[config.mk]
export PLATFORM = sky130hd
export DESIGN_NAME = mp_add_seq
export DESIGN_NICKNAME = d
export VERILOG_FILES = /design/src/rtl/mp_add_pkg.sv /design/src/rtl/mp_add_seq_operation16.sv /design/src/rtl/mp_add_seq.sv
export SDC_FILE = /design/constraint.sdc
export NUM_CORES = 1
export LEC_CHECK = 0
export CELL_PAD_IN_SITES_DETAIL_PLACEMENT = 0
export CELL_PAD_IN_SITES_GLOBAL_PLACEMENT = 1
export CORE_UTILIZATION = 43
export DETAILED_ROUTE_END_ITERATION = 7
export PLACE_DENSITY_LB_ADDON = 0.1
export SLEW_MARGIN = 10
export SYNTH_ARGS = -nofsm -noshare
export SYNTH_HDL_FRONTEND = slang
export SYNTH_HIERARCHICAL = 1
export SYNTH_SLANG_ARGS = --single-unit
[constraint.sdc]
create_clock -name clk -period 5.7 [get_ports clk]
set_clock_uncertainty 0.15 [all_clocks]
set_input_delay 1.71 -clock clk [delete_from_list [all_inputs] [get_ports clk]]
set_output_delay 1.71 -clock clk [all_outputs]
set_load 0.05 [all_outputs]
[src/rtl/mp_add_pkg.sv]
// Shared constants, state encoding and sizing helper for the multi-precision add sequencer.
package mp_add_pkg;

    localparam int unsigned WORD_W = 16;

    // Legacy-compatible state encoding: constants rather than an enum type
    typedef logic [1:0] state_t;
    localparam state_t IDLE = 2'd0;
    localparam state_t RUN  = 2'd1;
    localparam state_t DONE = 2'd2;

    // Width of the word index counter; never narrower than one bit
    function automatic int unsigned idx_width(input int unsigned words);
        if (words <= 2) begin
            return 1;
        end
        return $clog2(words);
    endfunction

endpackage

[src/rtl/mp_add_seq_operation16.sv]
// operation16: the shared 16-bit adder, e1 + e2 + r0 -> {r1, s}. Purely combinational.
module operation16 (
    input  logic [15:0] e1,
    input  logic [15:0] e2,
    input  logic        r0,
    output logic [15:0] s,
    output logic        r1
);

    // Single 17-bit addition; the top bit is the carry-out
    assign {r1, s} = {1'b0, e1} + {1'b0, e2} + {16'd0, r0};

endmodule

[src/rtl/mp_add_seq.sv]
// mp_add_seq: adds two WORDS x 16-bit operands one word per clock through operation16,
// LSW first, with the carry registered between words. A one-cycle done pulse marks a
// fresh sum/cout.
// Optional feature: define MP_ADD_SUB_EN to add a 'sub' input that selects A - B.
module mp_add_seq
    import mp_add_pkg::*;
#(
    parameter int unsigned WORDS = 4
) (
    input  logic                    clk,
    input  logic                    rst,
    input  logic                    start,
    input  logic [WORD_W*WORDS-1:0] a,
    input  logic [WORD_W*WORDS-1:0] b,
    input  logic                    cin,
`ifdef MP_ADD_SUB_EN
    input  logic                    sub,
`endif
    output logic                    busy,
    output logic                    done,
    output logic [WORD_W*WORDS-1:0] sum,
    output logic                    cout
);

    localparam int unsigned W  = WORD_W * WORDS;
    localparam int unsigned IW = idx_width(WORDS);
    localparam logic [IW-1:0] LAST = IW'(WORDS - 1);

    state_t          state_q;
    logic [IW-1:0]   idx_q;
    logic [W-1:0]    a_sr;
    logic [W-1:0]    b_sr;
    logic            carry_q;
    logic [W-1:0]    acc_q;
    logic [W-1:0]    sum_q;
    logic            cout_q;
    logic            sub_q;

    logic [WORD_W-1:0] add_e2;
    logic [WORD_W-1:0] add_s;
    logic              add_r1;
    logic [W-1:0]      acc_next;
    logic              carry_init;

`ifdef MP_ADD_SUB_EN
    // Subtraction is A + ~B + 1: invert each B word and force the initial carry
    assign add_e2     = sub_q ? ~b_sr[WORD_W-1:0] : b_sr[WORD_W-1:0];
    assign carry_init = sub ? 1'b1 : cin;
`else
    assign add_e2     = b_sr[WORD_W-1:0];
    assign carry_init = cin;
`endif

    operation16 u_add (
        .e1 (a_sr[WORD_W-1:0]),
        .e2 (add_e2),
        .r0 (carry_q),
        .s  (add_s),
        .r1 (add_r1)
    );

    // New word enters at the top so the LSW ends up at the bottom after WORDS shifts
    if (WORDS == 1) begin : g_acc_one
        assign acc_next = add_s;
    end else begin : g_acc_multi
        assign acc_next = {add_s, acc_q[W-1:WORD_W]};
    end

    // FSM, word counter, operand shift registers and result registers
    always_ff @(posedge clk) begin
        if (rst) begin
            state_q <= IDLE;
            idx_q   <= '0;
            a_sr    <= '0;
            b_sr    <= '0;
            carry_q <= 1'b0;
            acc_q   <= '0;
            sum_q   <= '0;
            cout_q  <= 1'b0;
            sub_q   <= 1'b0;
        end else begin
            case (state_q)
                IDLE: begin
                    if (start) begin
                        a_sr    <= a;
                        b_sr    <= b;
                        carry_q <= carry_init;
                        idx_q   <= '0;
`ifdef MP_ADD_SUB_EN
                        sub_q   <= sub;
`endif
                        state_q <= RUN;
                    end
                end
                RUN: begin
                    acc_q   <= acc_next;
                    a_sr    <= a_sr >> WORD_W;
                    b_sr    <= b_sr >> WORD_W;
                    carry_q <= add_r1;
                    if (idx_q == LAST) begin
                        idx_q   <= '0;
                        sum_q   <= acc_next;
                        cout_q  <= add_r1;
                        state_q <= DONE;
                    end else begin
                        idx_q <= idx_q + IW'(1);
                    end
                end
                DONE: begin
                    state_q <= IDLE;
                end
                default: begin
                    state_q <= IDLE;
                end
            endcase
        end
    end

    assign busy = (state_q == RUN) || (state_q == DONE);
    assign done = (state_q == DONE);
    assign sum  = sum_q;
    assign cout = cout_q;

endmodule

==> results.json <==
{
  "peakVddDrop_v": 0.000228,
  "worstHoldPathType": "reg2reg",
  "leakagePower_uw": 0.00493,
  "drv_slew": 0,
  "ff2ff_path_depth": 9,
  "dr_total_vias": 8215,
  "cp_data_required_time_ns": 3.84,
  "num_io_pins": 199,
  "synth-seq-cells": 246,
  "coreArea_sq_um": 24500,
  "synth_top_family_by_area": "compound AO/OA/AOI/OAI gates",
  "grt_setup_unrepaired": "no",
  "fp.dieW_um": 161,
  "grt-ovfl-total": 0,
  "clockBufferDepth": 3,
  "critPathMaxStageDelay_ns": 0.80,
  "yosysMostFrequentCell": "dfxtp_1",
  "fill_cells": 2284,
  "finalSetupViolations": 0,
  "postCtsHoldBufs": 0,
  "yosys-top-cells-area": "dfxtp_1 45%, mux2i_1 13%, a211oi_2 11%",
  "crit_buf_inv": 2,
  "place_inst": 1571,
  "end_kind": "output port",
  "start_kind": "flip-flop",
  "drv_cap": 0,
  "path_max_fanout": 4,
  "cp.arrival_ns": 2.14,
  "area_delta_synth_final_pct": 27.6,
  "cp_top_family": "buffers and inverters",
  "pwr-share-seq_pct": 41.5,
  "grt_max_degree": 138,
  "post-dp-hpwl_mm": 17.7,
  "hold_viol": 0,
  "antenna_found_initial": 4,
  "synth_edf_count": 0,
  "antenna_cells": 0,
  "cts_resized": 0,
  "p_comb_share_pct": 21.8,
  "min_path_cells": 2,
  "synth_compound_area_share_pct": 18.3,
  "initialDrtViolationCount": 352,
  "grt_pass1_wl_mm": 42.1,
  "initial_utilization_pct": 44.3,
  "drc_errors": 0,
  "firstDrtPassIters": 4,
  "cts_setup_buffers": 0,
  "yosysTopAreaCell": "dfxtp_1",
  "route.final.wire_length_mm": 26.2,
  "synthMuxAreaShare_pct": 13.6,
  "fp-row-count": 57,
  "power.share.clock_pct": 36.7,
  "cts_tree": "yes",
  "cts_buffers": 27,
  "synth_xor_area_share_pct": 1.05,
  "power.total_uw": 4770,
  "htreeDepth": 1,
  "synth_simple_gate_area_share_pct": 14.6,
  "slew_headroom_pct": 35.1,
  "insertion_delay_ns": 0.53,
  "finalSetupTns_ns": 0,
  "nets": 1430,
  "p_sw_uw": 1380,
  "netlist_top_cells_count": "246 x dfxtp_1, 174 x nand2_1, 148 x nor2_1",
  "syn_inst": 1129,
  "path_depth": 3,
  "portBuffers": 198,
  "async_reset_ff_share_pct": 0,
  "die_area_sq_um": 25900,
  "worstMarginPinSlew_ns": 0.974,
  "synth_top_area_share_pct": 45.3,
  "fin_crit_sh_pct": 70.2,
  "drive_gt1_share_pct": 13.5,
  "clk_pin_slew_ns": 0.06,
  "cp_cell_sequence": "inv_1 -> ha_1 -> clkdlybuf4s50_1",
  "ys_seq_area_share_pct": 45.3,
  "wl_per_cell_um": 16.2,
  "vias_per_cell": 5.07,
  "status": "finished, final reports clean",
  "cts_root_buf": "clkbuf_16",
  "post-route-min-period_ns": 4.00,
  "max_freq_mhz": 250,
  "p_int_uw": 3390,
  "yosys.area_share.adder_pct": 2.67,
  "postSynthAreaPerCell_sq_um": 9.62,
  "switching_share_pct": 28.9,
  "instances_no_fill": 1621,
  "antenna_left": 0,
  "grt_use_total_pct": 20.1,
  "synth_warnings": 6,
  "crit_path_top_delay_cell": "clkdlybuf4s50_1",
  "powerDensity_nw_per_um2": 344,
  "grt_pass1_vias": 7791,
  "die_h_um": 161,
  "cts_sinks": 246,
  "synth_nets": 1283,
  "syn_area_sq_um": 10900,
  "path_class": "reg2out",
  "yosys_most_used_dff": "dfxtp_1",
  "synthDistinctLibCells": 48,
  "gp_congestion": 0.805
}
worst register-to-register path: stages, from the launching register on:
cell and delay (ns):
dfxtp_1 0.32, fa_1 0.46, fa_1 0.43, a21o_4 0.25, a311oi_2 0.32, nor3_1 0.11
or2_4 0.26, a221oi_1 0.52, nand2_1 0.12, a21oi_1 0.14
metal layers:
metal	vias up	global-route usage, %	routed length, um
li1	4208	-	-
met1	3768	26.4	11800
met2	188	32.7	12200
met3	43	4.78	1690
met4	8	5.62	523
met5	-	0	50
area by class of cell:
| type | count | area [sq um] | area share [%] |
|---|---|---|---|
| Clock inverter | 10 | 109 | 0.785 |
| Clock buffer | 40 | 795 | 5.73 |
| Sequential cell | 246 | 4920 | 35.5 |
| Multi-Input combinational cell | 788 | 5510 | 39.7 |
| Timing Repair Buffer | 210 | 2110 | 15.3 |
| Inverter | 3 | 11.3 | 0.0812 |
| Tap cell | 324 | 405 | 2.92 |
per-stage QoR:
step / utilization [%] / area [sq um] / hold slack (ns) / setup slack (ns)
floorplan: - / 10900 / 0.281 / 2.85
global placement: 52.8 / 13000 / 0.288 / 1.79
detailed placement: 52.8 / 13000 / 0.294 / 1.76
CTS: 56.5 / 13900 / 0.302 / 1.68
global route: 56.5 / 13900 / 0.316 / 1.64
finish: 56.5 / 13900 / 0.299 / 1.70
state kept, by name (all words and copies together), names as in the netlist:
register and count:
a_sr 64, idx_q 2, carry_q 1, acc_q 48, sum 64, b_sr 64
state_q 2, cout 1
cell usage in the layout (no fill, tap or decap), types with 3 or more instances in the layout:
cell / n
clkbuf_16: 27
a211oi_2: 97
nand3b_1: 22
a21oi_1: 110
clkdlybuf4s50_1: 197
xor2_1: 9
ha_1: 18
nand3b_2: 10
nand2_1: 173
a21o_1: 5
inv_1: 3
xnor2_1: 4
clkbuf_8: 7
mux2i_1: 145
clkbuf_1: 6
clkinv_2: 5
buf_12: 3
o21ai_1: 3
nand3_1: 3
buf_4: 9
nor2_1: 148
a31oi_1: 3
dfxtp_1: 246
power by group through the flow:
stage	Sequential, uW	Clock, uW	Combinational [uW]
floorplan	1980	0	813
global placement	2020	0	1030
detailed placement	2020	0	1040
CTS	1980	1800	1050
global route	2000	1880	1140
finish	1980	1750	1040
cell families (layout without fill, tap and decap cells):
kind of cell	count (synthesis)	after routing
adder cells (fa/ha/maj)	22	22
multiplexers	147	147
AND/OR/NAND/NOR	370	370
buffers and inverters	95	263
XOR/XNOR	13	13
flip-flops	246	246
AO/OA/AOI/OAI	236	236
path summary, 6_finish.rpt:
path	to	slack, ns	start
setup / recovery	busy	1.70	state_q[0]
hold / removal	b_sr[59]	0.30	b_sr[59]
setup reg to reg	sum[62]	2.54	a_sr[0]
hold reg to reg	b_sr[59]	0.30	b_sr[59]
(Power assumes the default switching activity.)
